[config.mk]
export PLATFORM = sky130hd
export DESIGN_NAME = pll_lock_supervisor
export DESIGN_NICKNAME = d
export VERILOG_FILES = /design/src/rtl/pll_lock_supervisor.sv
export SDC_FILE = /design/constraint.sdc
export NUM_CORES = 1
export LEC_CHECK = 0
export ABC_AREA = 1
export CORE_UTILIZATION = 30
export CTS_CLUSTER_DIAMETER = 50
export CTS_CLUSTER_SIZE = 20
export DETAILED_ROUTE_END_ITERATION = 16
export GPL_TIMING_DRIVEN = 0
export HOLD_SLACK_MARGIN = 0.15
export PLACE_DENSITY = 0.43
export SLEW_MARGIN = 0
export SYNTH_ARGS = -nofsm -noshare
export SYNTH_HDL_FRONTEND = slang
export SYNTH_SLANG_ARGS = --single-unit
export TNS_END_PERCENT = 100
[constraint.sdc]
create_clock -name clock_in -period 2.3 [get_ports clock_in]
set_input_delay 0.46 -clock clock_in [delete_from_list [all_inputs] [get_ports clock_in]]
set_output_delay 0.46 -clock clock_in [all_outputs]
set_load 0.01 [all_outputs]
[src/rtl/pll_lock_supervisor.sv]
`default_nettype none
// ============================================================================
//  Module   : pll_lock_supervisor
//  Purpose  : Sequences an iCE40 PLL from the free-running reference clock.
//             It holds the PLL in reset, waits for a synchronized LOCK, and
//             requires lock to stay high for a qualification period before
//             it releases the downstream system reset. Lock loss, a lock
//             timeout or a restart request re-resets the PLL. Each re-reset
//             is counted in a saturating relock counter.
//  Revision : 1.0  initial release
// ----------------------------------------------------------------------------
//  Ports
//    clock_in      in   reference clock (never the PLL output)
//    reset_n       in   asynchronous active-low reset
//    pll_locked    in   raw PLL LOCK, asynchronous to clock_in
//    restart       in   single-cycle request for a full PLL re-reset
//    pll_resetb    out  PLL RESETB (0 holds the PLL in reset)
//    sys_reset_n   out  active-low system reset, high only in RUN
//    lock_ok       out  1 while in RUN
//    relock_count  out  re-entries into PLL_RESET, saturating
//    timeout_flag  out  sticky WAIT_LOCK timeout indicator
//  Build option
//    PLLSUP_DEGLITCH_EN  when defined, lock loss in RUN is declared only
//                        after DEGLITCH_CYCLES consecutive low cycles
// ============================================================================
module pll_lock_supervisor #(
  parameter int RESET_CYCLES    = 16,
  parameter int LOCK_TIMEOUT    = 12000,
  parameter int STABLE_CYCLES   = 1200,
  parameter int CNT_W           = 8,
  parameter int DEGLITCH_CYCLES = 4
) (
  input  logic             clock_in,
  input  logic             reset_n,
  input  logic             pll_locked,
  input  logic             restart,
  output logic             pll_resetb,
  output logic             sys_reset_n,
  output logic             lock_ok,
  output logic [CNT_W-1:0] relock_count,
  output logic             timeout_flag
);

  // One shared counter serves every state, so it is sized for the largest
  // limit it must reach.
  localparam int MAX_AB  = (RESET_CYCLES > LOCK_TIMEOUT) ? RESET_CYCLES : LOCK_TIMEOUT;
  localparam int MAX_ABC = (MAX_AB > STABLE_CYCLES) ? MAX_AB : STABLE_CYCLES;
  localparam int MAX_ALL = (MAX_ABC > DEGLITCH_CYCLES) ? MAX_ABC : DEGLITCH_CYCLES;
  localparam int CW      = $clog2(MAX_ALL + 1);

  typedef enum logic [1:0] {
    PLL_RESET = 2'd0,
    WAIT_LOCK = 2'd1,
    STABLE    = 2'd2,
    RUN       = 2'd3
  } state_t;

  state_t          state;
  logic [CW-1:0]   cnt;
  logic            sync_q1;
  logic            lock_s;
  logic [CNT_W-1:0] relock_next;
  logic            run_loss;

  // Two-flop synchronizer. Every decision below uses lock_s only.
  always_ff @(posedge clock_in or negedge reset_n) begin
    if (!reset_n) begin
      sync_q1 <= 1'b0;
      lock_s  <= 1'b0;
    end else begin
      sync_q1 <= pll_locked;
      lock_s  <= sync_q1;
    end
  end

  assign relock_next = (&relock_count) ? relock_count : relock_count + CNT_W'(1);

`ifdef PLLSUP_DEGLITCH_EN
  // In RUN the idle main counter counts consecutive low cycles.
  assign run_loss = !lock_s && (cnt == CW'(DEGLITCH_CYCLES - 1));
`else
  assign run_loss = !lock_s;
`endif

  always_ff @(posedge clock_in or negedge reset_n) begin
    if (!reset_n) begin
      state        <= PLL_RESET;
      cnt          <= '0;
      pll_resetb   <= 1'b0;
      sys_reset_n  <= 1'b0;
      lock_ok      <= 1'b0;
      relock_count <= '0;
      timeout_flag <= 1'b0;
    end else if (restart) begin
      // Restart overrides everything, including a same-cycle timeout, and
      // counts as exactly one relock event.
      state        <= PLL_RESET;
      cnt          <= '0;
      pll_resetb   <= 1'b0;
      sys_reset_n  <= 1'b0;
      lock_ok      <= 1'b0;
      relock_count <= relock_next;
    end else begin
      case (state)
        PLL_RESET: begin
          if (cnt == CW'(RESET_CYCLES - 1)) begin
            state      <= WAIT_LOCK;
            cnt        <= '0;
            pll_resetb <= 1'b1;
          end else begin
            cnt <= cnt + CW'(1);
          end
        end
        WAIT_LOCK: begin
          if (lock_s) begin
            state <= STABLE;
            cnt   <= '0;
          end else if (cnt == CW'(LOCK_TIMEOUT)) begin
            state        <= PLL_RESET;
            cnt          <= '0;
            pll_resetb   <= 1'b0;
            timeout_flag <= 1'b1;
            relock_count <= relock_next;
          end else begin
            cnt <= cnt + CW'(1);
          end
        end
        STABLE: begin
          // Any low cycle returns to WAIT_LOCK with a fresh timeout window.
          if (!lock_s) begin
            state <= WAIT_LOCK;
            cnt   <= '0;
          end else if (cnt == CW'(STABLE_CYCLES)) begin
            state       <= RUN;
            cnt         <= '0;
            sys_reset_n <= 1'b1;
            lock_ok     <= 1'b1;
          end else begin
            cnt <= cnt + CW'(1);
          end
        end
        RUN: begin
          if (run_loss) begin
            state        <= PLL_RESET;
            cnt          <= '0;
            pll_resetb   <= 1'b0;
            sys_reset_n  <= 1'b0;
            lock_ok      <= 1'b0;
            relock_count <= relock_next;
          end
`ifdef PLLSUP_DEGLITCH_EN
          else if (!lock_s) begin
            cnt <= cnt + CW'(1);
          end else begin
            cnt <= '0;
          end
`endif
        end
        default: begin
          state <= PLL_RESET;
          cnt   <= '0;
        end
      endcase
    end
  end

endmodule
`default_nettype wire
# Yosys cells after proc, flatten, opt, wreduce, memory -nomap -nowiden
# Cells that the tools add are included.
[op_classes] add_sub_neg=2 eq_ne=14 muxes=32 n_bitwise=2 reduce_logical=10
[op_table] op="$mux W14" n=7
[op_table] op="$pmux W14 S4" n=1
[op_table] op="$mux W8" n=5
[op_table] op="$ne A3 B3 Y1 const B" n=6
[op_table] op="$pmux W8 S2" n=1
[op_table] op="$reduce_and A4 Y1" n=4
[op_table] op="$add A14 B1 Y14 const B" n=1
[op_table] op="$eq A14 B11 Y1 const B" n=1
[op_table] op="$eq A14 B14 Y1 const B" n=1
[op_table] op="$eq A14 B4 Y1 const B" n=1
[op_table] op="$mux W2" n=7
[op_table] op="$add A8 B1 Y8 const B" n=1
[op_table] op="$mux W1" n=8
[op_table] op="$ne A4 B4 Y1 const B" n=2
[op_table] op="$pmux W2 S4" n=1
[op_table] op="$reduce_and A8 Y1" n=1
[op_table] op="$reduce_bool A3 Y1" n=2
[op_table] op="$reduce_and A5 Y1" n=1
[op_table] op="$eq A2 B2 Y1 const B" n=2
[op_table] op="$reduce_bool A4 Y1" n=1
[op_table] op="$pmux W1 S3" n=1
[op_table] op="$eq A2 B1 Y1 const B" n=1
[op_table] op="$logic_not A2 Y1" n=1
[op_table] op="$not A1 Y1" n=2
[op_table] op="$pmux W1 S2" n=1
[totals] reg_bits=29 inputBits=4 output_inout_bits=12 elab_cells=68

# Logic depth before layout (Yosys ltp)
# Gate-level depths: netlist (run 1).
[depth] ltp_word=6 ltp_mapped=11 mapped_depth_nobuf=11

# Worst setup path after synthesis (run 1)
# Ideal clock, no wire load.
[synth_timing] kind="register to register" startpoint="reg relock_count[0]" endpoint="reg relock_count[0]" setup_ns=0.127 t_arrival_ns=1.452 required_time_ns=2.173 setup_slack_ns=0.721 path_stages_with_launch=8 n_path_buf=1 synth_period_minus_slack_ns=1.579 path_cell_list="dfrtp_1 > ha_1 > nand3_1 > nor2_1 > a31oi_4 > nand2_4 > buf_12 > xnor2_2"
[synth_between] elab_chain_len=6 elab_cells_between_ends=8 cone_classes="1 x add/sub; 6 x mux; 1 x reduce/logical"
[synth_lines] item="start: declaration" line_no="40" rtl="output logic [CNT_W-1:0] relock_count,"
[synth_lines] item="start signal: assignment" line_no="102" rtl="relock_count <= relock_next;"
[synth_lines] item="start signal: assignment" line_no="123" rtl="relock_count <= relock_next;"
[synth_lines] item="start signal: assignment" line_no="149" rtl="relock_count <= relock_next;"
[synth_lines] item="$add A8 B1 Y8 or $reduce_and A8 Y1 (tied branches)" line_no="76" rtl="assign relock_next = (&relock_count) ? relock_count : relock_count + CNT_W'(1);"
[synth_lines] item="$mux W8 (*)" line_no="76"
[synth_lines] item="$mux W8" line_no="118" rtl="end else if (cnt == CW'(LOCK_TIMEOUT)) begin"
[synth_lines] item="$mux W8" line_no="115" rtl="if (lock_s) begin"
[synth_lines] item="$pmux W8 S2" line_no="104" rtl="case (state)"
[synth_lines] item="$mux W8 (*)" line_no="94" rtl="end else if (restart) begin"
# Mark *: on every way between the ends. The rest lies on a longest branch, timed or not. The select of a mux whose other input is x is not followed.
# A chain may end at the register's enable or synchronous reset.

# Worst setup path in the final report (run 1)
[layout_timing] startpoint="in restart" endpoint="reg cnt[5]"
[layout_between] elab_chain_len=1 elab_cells_between_ends=2 cone_classes="1 x eq/ne; 1 x mux"
[layout_lines] item="start: declaration" line_no="36" rtl="input logic restart,"
[layout_lines] item="$ne A3 B3 Y1 (no source line) or $mux W14 (tied branches)"
[layout_lines] item="end signal: assignment" line_no="111" rtl="cnt <= cnt + CW'(1);"
[layout_lines] item="end signal: assignment" line_no="125" rtl="cnt <= cnt + CW'(1);"
[layout_lines] item="end signal: assignment" line_no="139" rtl="cnt <= cnt + CW'(1);"
[layout_lines] item="end: declaration" line_no="59" rtl="logic [CW-1:0] cnt;"
# Several ways; a longest one is shown, not always the timed one.

==> qor.yml, run 1 <==
clock_network:
  ctsResizeCount: 0
  worstSkewPairLatency_ns: 0.29
  cts_max_level: 2
  cts_tree: "built"
  clock_path_buffers: 2
  clkSinkCount: 29
  numCtsBuffers: 5
  clkTransAtPathRegs_ns: 0.07
  post_cts_buffers: 0
  hold_buffers: 0
  clock-root-buffer: "clkbuf_8"
worst_setup_path:
  cp_common_cell: "inv_2"
  max_stage_delay_ns: 0.48
  crit_arrival_ns: 2.05
  critPathRequiredTime_ns: 2.45
  cp_slowest_cell: "clkdlybuf4s50_1"
  endpoint_kind: "register"
  crit_path_max_fanout: 10
  critPathLaunchType: "input pin"
  path_class: "in -> reg"
  path_cells: "clkdlybuf4s50_1, inv_2, nand2_1, nor2_4, inv_2, clkbuf_1, a31oi_1, a21oi_1"
pwr:
  finalPower_mw: 2.38
  p_int_mw: 1.47
  clockPowerShare_pct: 27.0
  p_sw_share_pct: 38.2
  power_density_nw_per_um2: 1020
  power_switching_uw: 909
  comb_power_share_pct: 39.5
  ir_drop_uv: 455
  p_leak_nw: 1.11
  p_seq_share_pct: 33.5
routing:
  routed_via_density: 4.73
  drt_pass1_iterations: 5
  wirelength_um: 4880
  vias: 1773
  ant_nets: 0
  wire_per_inst_um: 13.0
  post-route-drc-count: 0
  drtIter0Drc: 141
global_route:
  met2_usage_pct: 25.4
  met3_usage_pct: 3.28
  met1_usage_pct: 21.2
  grt_max_degree: 30
  antenna_found_initial: 0
  grt_pass1_vias: 1745
  grtUsageTotal_pct: 15.7
  grt_pass1_wl_um: 8640
  busiest_layer: "met2"
  grt_overflow: 0
die:
  row_count: 29
  die_area_um2: 6860
  io_pins: 16
  die_h_um: 82.8
  coreArea_um2: 6310
  start_util_pct: 31.1
  die_width_um: 82.8
logic_synthesis:
  netlist_top_cells_area: "dfrtp_1 (37%), nand2_1 (14%), nand3_1 (7.1%), nor2_1 (6.5%), inv_1 (6.3%)"
  async_reset_ff_share_pct: 100
  synth_commonest_cells: "nand2_1 (74), nor2_1 (34), inv_1 (33)"
  synth_top_area_cell: "dfrtp_1"
  synth_ff_type: "dfrtp_1"
  syn_nets: 282
  syn-instance-count: 275
  synth_most_common_cell: "nand2_1"
  syn_area_um2: 1960
  synth_cell_types: 34
  yosysSeqAreaShare_pct: 37.0
  syn_area_per_cell_um2: 7.13
  yosysWarnings: 0
  ys_seq_elements: 29
  synth_top_area_share_pct: 37.0
  synth-edff-count: 0
run_status:
  status: "complete, no violations"
place:
  post-dp-hpwl_um: 3610
  io_buffers: 15
  gp_congestion: 0.787
timing:
  tns_ns: 0
  post-route-period-util_pct: 82.5
  period_minus_slack_ns: 1.90
  finalSetupViolCount: 0
  relSlewSlack_pct: 54.9
  finalHoldViolations: 0
  clock.fmax_mhz: 527
  drv_slew: 0
  worst_pin_slew_ns: 0.677
  skew_ns: 0.00646
  grt_setup_unrepaired: "false"
job:
  maxCapViolations: 0
worst_hold_path:
  hp-class: "in -> async"
final_layout:
  area.growth.synth_to_final_pct: 19.1
  diodes: 0
  drive_above_1_share_pct: 12.4
  fin_nets: 304
-- layout by cell type (no fill, tap or decap) --
master / instances
nor2_2: 1
o21ai_0: 10
nor3_1: 2
xor2_1: 2
a31oi_4: 1
nand4_1: 8
clkdlybuf4s50_1: 14
ha_1: 3
o311ai_0: 1
o21ai_1: 1
buf_2: 2
nand3_1: 28
buf_12: 1
a31o_2: 1
o21ai_4: 1
clkbuf_8: 5
bufinv_16: 2
dfrtp_1: 29
a21oi_1: 8
o22ai_1: 3
nand2_1: 74
a41o_1: 1
clkinv_2: 2
xnor2_1: 5
inv_1: 33
nor2_4: 2
clkbuf_1: 2
a31oi_1: 2
o21ai_2: 3
inv_2: 3
nand2_4: 1
buf_4: 2
nor2_1: 34
o41ai_1: 1
nand2_2: 8
nand3_2: 1
xnor2_2: 1
-- stage by stage --
step | cell area (µm²) | std cells | utilization (%) | hold WS (ns) | setup slack (ns)
2_1_floorplan | 1960 | 275 | - | 0.164 | 0.721
6_report | 2340 | 375 | 37.0 | 0.204 | 0.402
4_1_cts | 2340 | 375 | 37.0 | 0.245 | 0.383
5_1_grt | 2340 | 375 | 37.0 | 0.274 | 0.257
3_5_place_dp | 2200 | 367 | 34.9 | 0.337 | 0.0798
3_3_place_gp | 2210 | 367 | 35.0 | 0.338 | 0.0329
-- critical path, delay by kind of cell --
kind / cells / cell delay (ns)
buf+inv: 4 / 0.97
simple gates: 2 / 0.35
compound gates: 2 / 0.27
-- logic make-up (layout without fill, tap and decap cells) --
group	after synthesis	after routing	synth area share, %
adders and majority gates	3	3	1.91
AOI/OAI and AO/OA	33	33	11.6
and+or+nand+nor	159	159	36.0
xor gates and xnor gates	8	8	3.96
DFF	29	29	37.0
buffers and inverters	43	66	9.57
-- path summary, 6_finish.rpt --
kind | slack (ns) | to | depth (start not counted) | start
min in group clock_in | 0.35 | lock_s | 0 | sync_q1
worst max register to register | 0.51 | cnt[9] | 9 | cnt[0]
worst min-delay path | 0.20 | lock_ok | 1 | reset_n
worst max-delay path | 0.40 | cnt[5] | 8 | restart
max in group asynchronous | 1.65 | relock_count[4] | 1 | reset_n
worst min register to register | 0.35 | lock_s | 0 | sync_q1
-- per-layer routing --
layer	part of all wire (%)	vias to the layer above	wire (µm)
met5	0	-	0
met4	1.0	0	51
met3	3.2	4	154
met2	45	26	2210
met1	51	813	2470
li1	-	930	-
-- sequential cells by signal, indices dropped and copies added, names as in the netlist --
name,flops
lock_ok,1
lock_s,1
timeout_flag,1
sync_q1,1
cnt,14
relock_count,8
state,2
pll_resetb,1
-- power by group through the flow --
| stage | registers [mW] | logic, mW | clock network, mW |
|---|---|---|---|
| 2_1_floorplan | 0.798 | 0.649 | 0 |
| 3_3_place_gp | 0.814 | 0.954 | 0 |
| 3_5_place_dp | 0.808 | 0.943 | 0 |
| 4_1_cts | 0.799 | 0.951 | 0.664 |
| 5_1_grt | 0.822 | 1.09 | 0.691 |
| 6_report | 0.796 | 0.940 | 0.643 |
-- cell type report --
cell class / instances / area [µm²]
Sequential cell: 29 / 726
Clock buffer: 5 / 68.8
Multi-Input combinational cell: 203 / 1050
Clock inverter: 3 / 65.1
Timing Repair Buffer: 15 / 145
Tap cell: 77 / 96.3
Buffer: 6 / 47.5
Fill cell: 700 / 3980
Inverter: 37 / 140
Note: power is estimated with default switching activity, not from simulation.
==> inputs of run 2 (changes only) <==
- PLACE_DENSITY: 0.43 -> 0.44
- clock period: 2.3 -> 1.6 ns (I/O delays scaled with it)
==> run 2 against run 1 <==
Effect of this change: clock skew about the same; global-route usage up 0.19 points; flip-flop and latch count unchanged; first-iteration DRC count down 40%; count of clock-buffer cells in the layout unchanged; final area up 8.9%; sequential power up 41%; highest routed layer unchanged; sequential share of layout area down 2.0 points; critical path type is now reg -> reg.
==> qor.yml, run 2 (synthesis results as in run 1) <==
die:
  row_count: 29
  io_pins: 16
  die_h_um: 82.8
  die_width_um: 82.8
  start_util_pct: 31.1
  die_area_um2: 6860
  coreArea_um2: 6310
pwr:
  power_density_nw_per_um2: 1390
  power_switching_mw: 1.46
  finalPower_mw: 3.54
  comb_power_share_pct: 51.0
  p_int_mw: 2.08
  p_leak_nw: 1.19
  p_seq_share_pct: 31.6
  ir_drop_uv: 802
  p_sw_share_pct: 41.3
  clockPowerShare_pct: 17.4
timing:
  grt_setup_unrepaired: "true"
  post-route-period-util_pct: 98.5
  relSlewSlack_pct: 53.3
  clock.fmax_mhz: 634
  fin_hold_ws_ns: 0.355
  period_minus_slack_ns: 1.58
  skew_ns: 0.00696
  worst_pin_slew_ns: 0.701
  layout_setup_ws_ns: 0.0235
  drv_slew: 0
  finalHoldViolations: 0
  finalSetupViolCount: 0
routing:
  wire_per_inst_um: 13.0
  ant_nets: 0
  vias: 1863
  drt_pass1_iterations: 5
  drtIter0Drc: 85
  post-route-drc-count: 0
  routed_via_density: 4.74
  wirelength_um: 5100
clock_network:
  clock_path_buffers: 2
  clkSinkCount: 29
  numCtsBuffers: 5
  clock-root-buffer: "clkbuf_8"
  clkTransAtPathRegs_ns: 0.07
  worstSkewPairLatency_ns: 0.29
  cts_tree: "built"
  cts_max_level: 2
worst_setup_path:
  path_class: "reg -> reg"
  endpoint_kind: "register"
  critPathRequiredTime_ns: 1.77
  critPathLaunchType: "register"
  rr_worst_depth: 9
  crit_path_max_fanout: 10
  reg2reg_slack_ns: 0.02
  r2r_start: "cnt[0]"
  r2r-end: "relock_count[0]"
  crit_arrival_ns: 1.75
global_route:
  grt_pass1_wl_um: 8840
  grt_pass1_vias: 1797
  grt_overflow: 0
  antenna_found_initial: 0
  grtUsageTotal_pct: 15.9
  grt_max_degree: 30
worst_hold_path:
  hp-class: "reg -> reg"
  hold_depth: 0
  min_to: "lock_s"
  hp-start: "sync_q1"
final_layout:
  layout.cells.most_common: "nand2_1"
  top_register: "cnt"
  largest_register_ffs: 14
  fill_cells: 676
  diodes: 0
  drive_above_1_share_pct: 28.5
  most-common-layout-cells: "nand2_1 (71), inv_1 (30), nor2_1 (25)"
  area.growth.synth_to_final_pct: 29.7
  fin_cells: 393
  fin_nets: 322
  seqCellArea_um2: 739
  top_regs: "cnt x14, relock_count x8, state x2"
  multi_input_area_um2: 1150
place:
  post-dp-hpwl_um: 3580
  preCtsSetupSlack_ns: -0.470
  dp_cells: 367
  io_buffers: 15
  gp_congestion: 0.781
job:
  maxCapViolations: 0
run_status:
  status: "complete, no violations"
run 2: cell types whose count changed in the layout (fill, tap and decap cells not counted), moves of 3 or more:
cell | before | now
buf_4 | 2 | 19
dfrtp_1 | 29 | 18
dfrtp_2 | 0 | 11
nor2_1 | 34 | 25
nor2_2 | 1 | 9
nand3_1 | 28 | 24
inv_1 | 33 | 30
inv_2 | 3 | 6
nand2_1 | 74 | 71
nand3_2 | 1 | 4
run 2: layout make-up:
cell class,count,area share [%]
inverter,37,5.51
clock buffer,5,2.71
timing repair buffer,33,11.2
multi-input combinational,203,45.2
buffer,6,1.92
tap,77,3.79
sequential,29,29.1
clock inverter,3,0.689
run 2: critical path: stages (launching register included):
cell	delay [ns]
dfrtp_1	0.42
inv_2	0.10
ha_4	0.15
nand2_4	0.06
nor2_4	0.11
nand2_2	0.08
o21ai_4	0.19
nand2_4	0.09
buf_12	0.15
xnor2_2	0.12
run 2: repair_timing:
item                       4_1_cts  5_1_grt
pin swaps                        4        3
hold endpoints to repair        29        0
resized for setup               18       25
hold buffers                     1        0
setup buffers                    9        8
setup endpoints to repair       29       30
run 2: power by group through the flow:
stage               logic [mW]  registers (mW)  clock network [mW]
floorplan                0.933            1.15                   0
global placement          1.37            1.17                   0
detailed placement        1.35            1.16                   0
CTS                       1.62            1.13               0.629
global route              2.01            1.15               0.665
finish                    1.81            1.12               0.616
run 2: per-stage QoR:
step / utilization [%] / setup TNS [ns] / cell area, µm²
after floorplan: - / 0 / 1960
after global placement: 35.0 / -21.42 / 2210
after detailed placement: 34.9 / -7.32 / 2200
after CTS: 38.3 / -0.00817 / 2420
after global routing: 40.3 / -0.590 / 2540
final: 40.3 / 0 / 2540
run 2: worst max-delay path by stage:
stage,start,to,slack (ns)
after floorplan,relock_count[0],relock_count[0],0.02
after global placement,restart,cnt[5],-0.51
after detailed placement,restart,cnt[5],-0.47
after CTS,cnt[0],cnt[10],-0.008
after global routing,cnt[0],state[0],-0.05
final,cnt[0],relock_count[0],0.02
run 2: routing by layer:
layer | wire, µm | GRT usage (%) | up-vias
met3 | 154 | 3.28 | 6
met5 | 0 | 0 | -
li1 | - | - | 962
met2 | 2340 | 24.4 | 27
met1 | 2540 | 22.5 | 868
met4 | 70 | 4.86 | 0
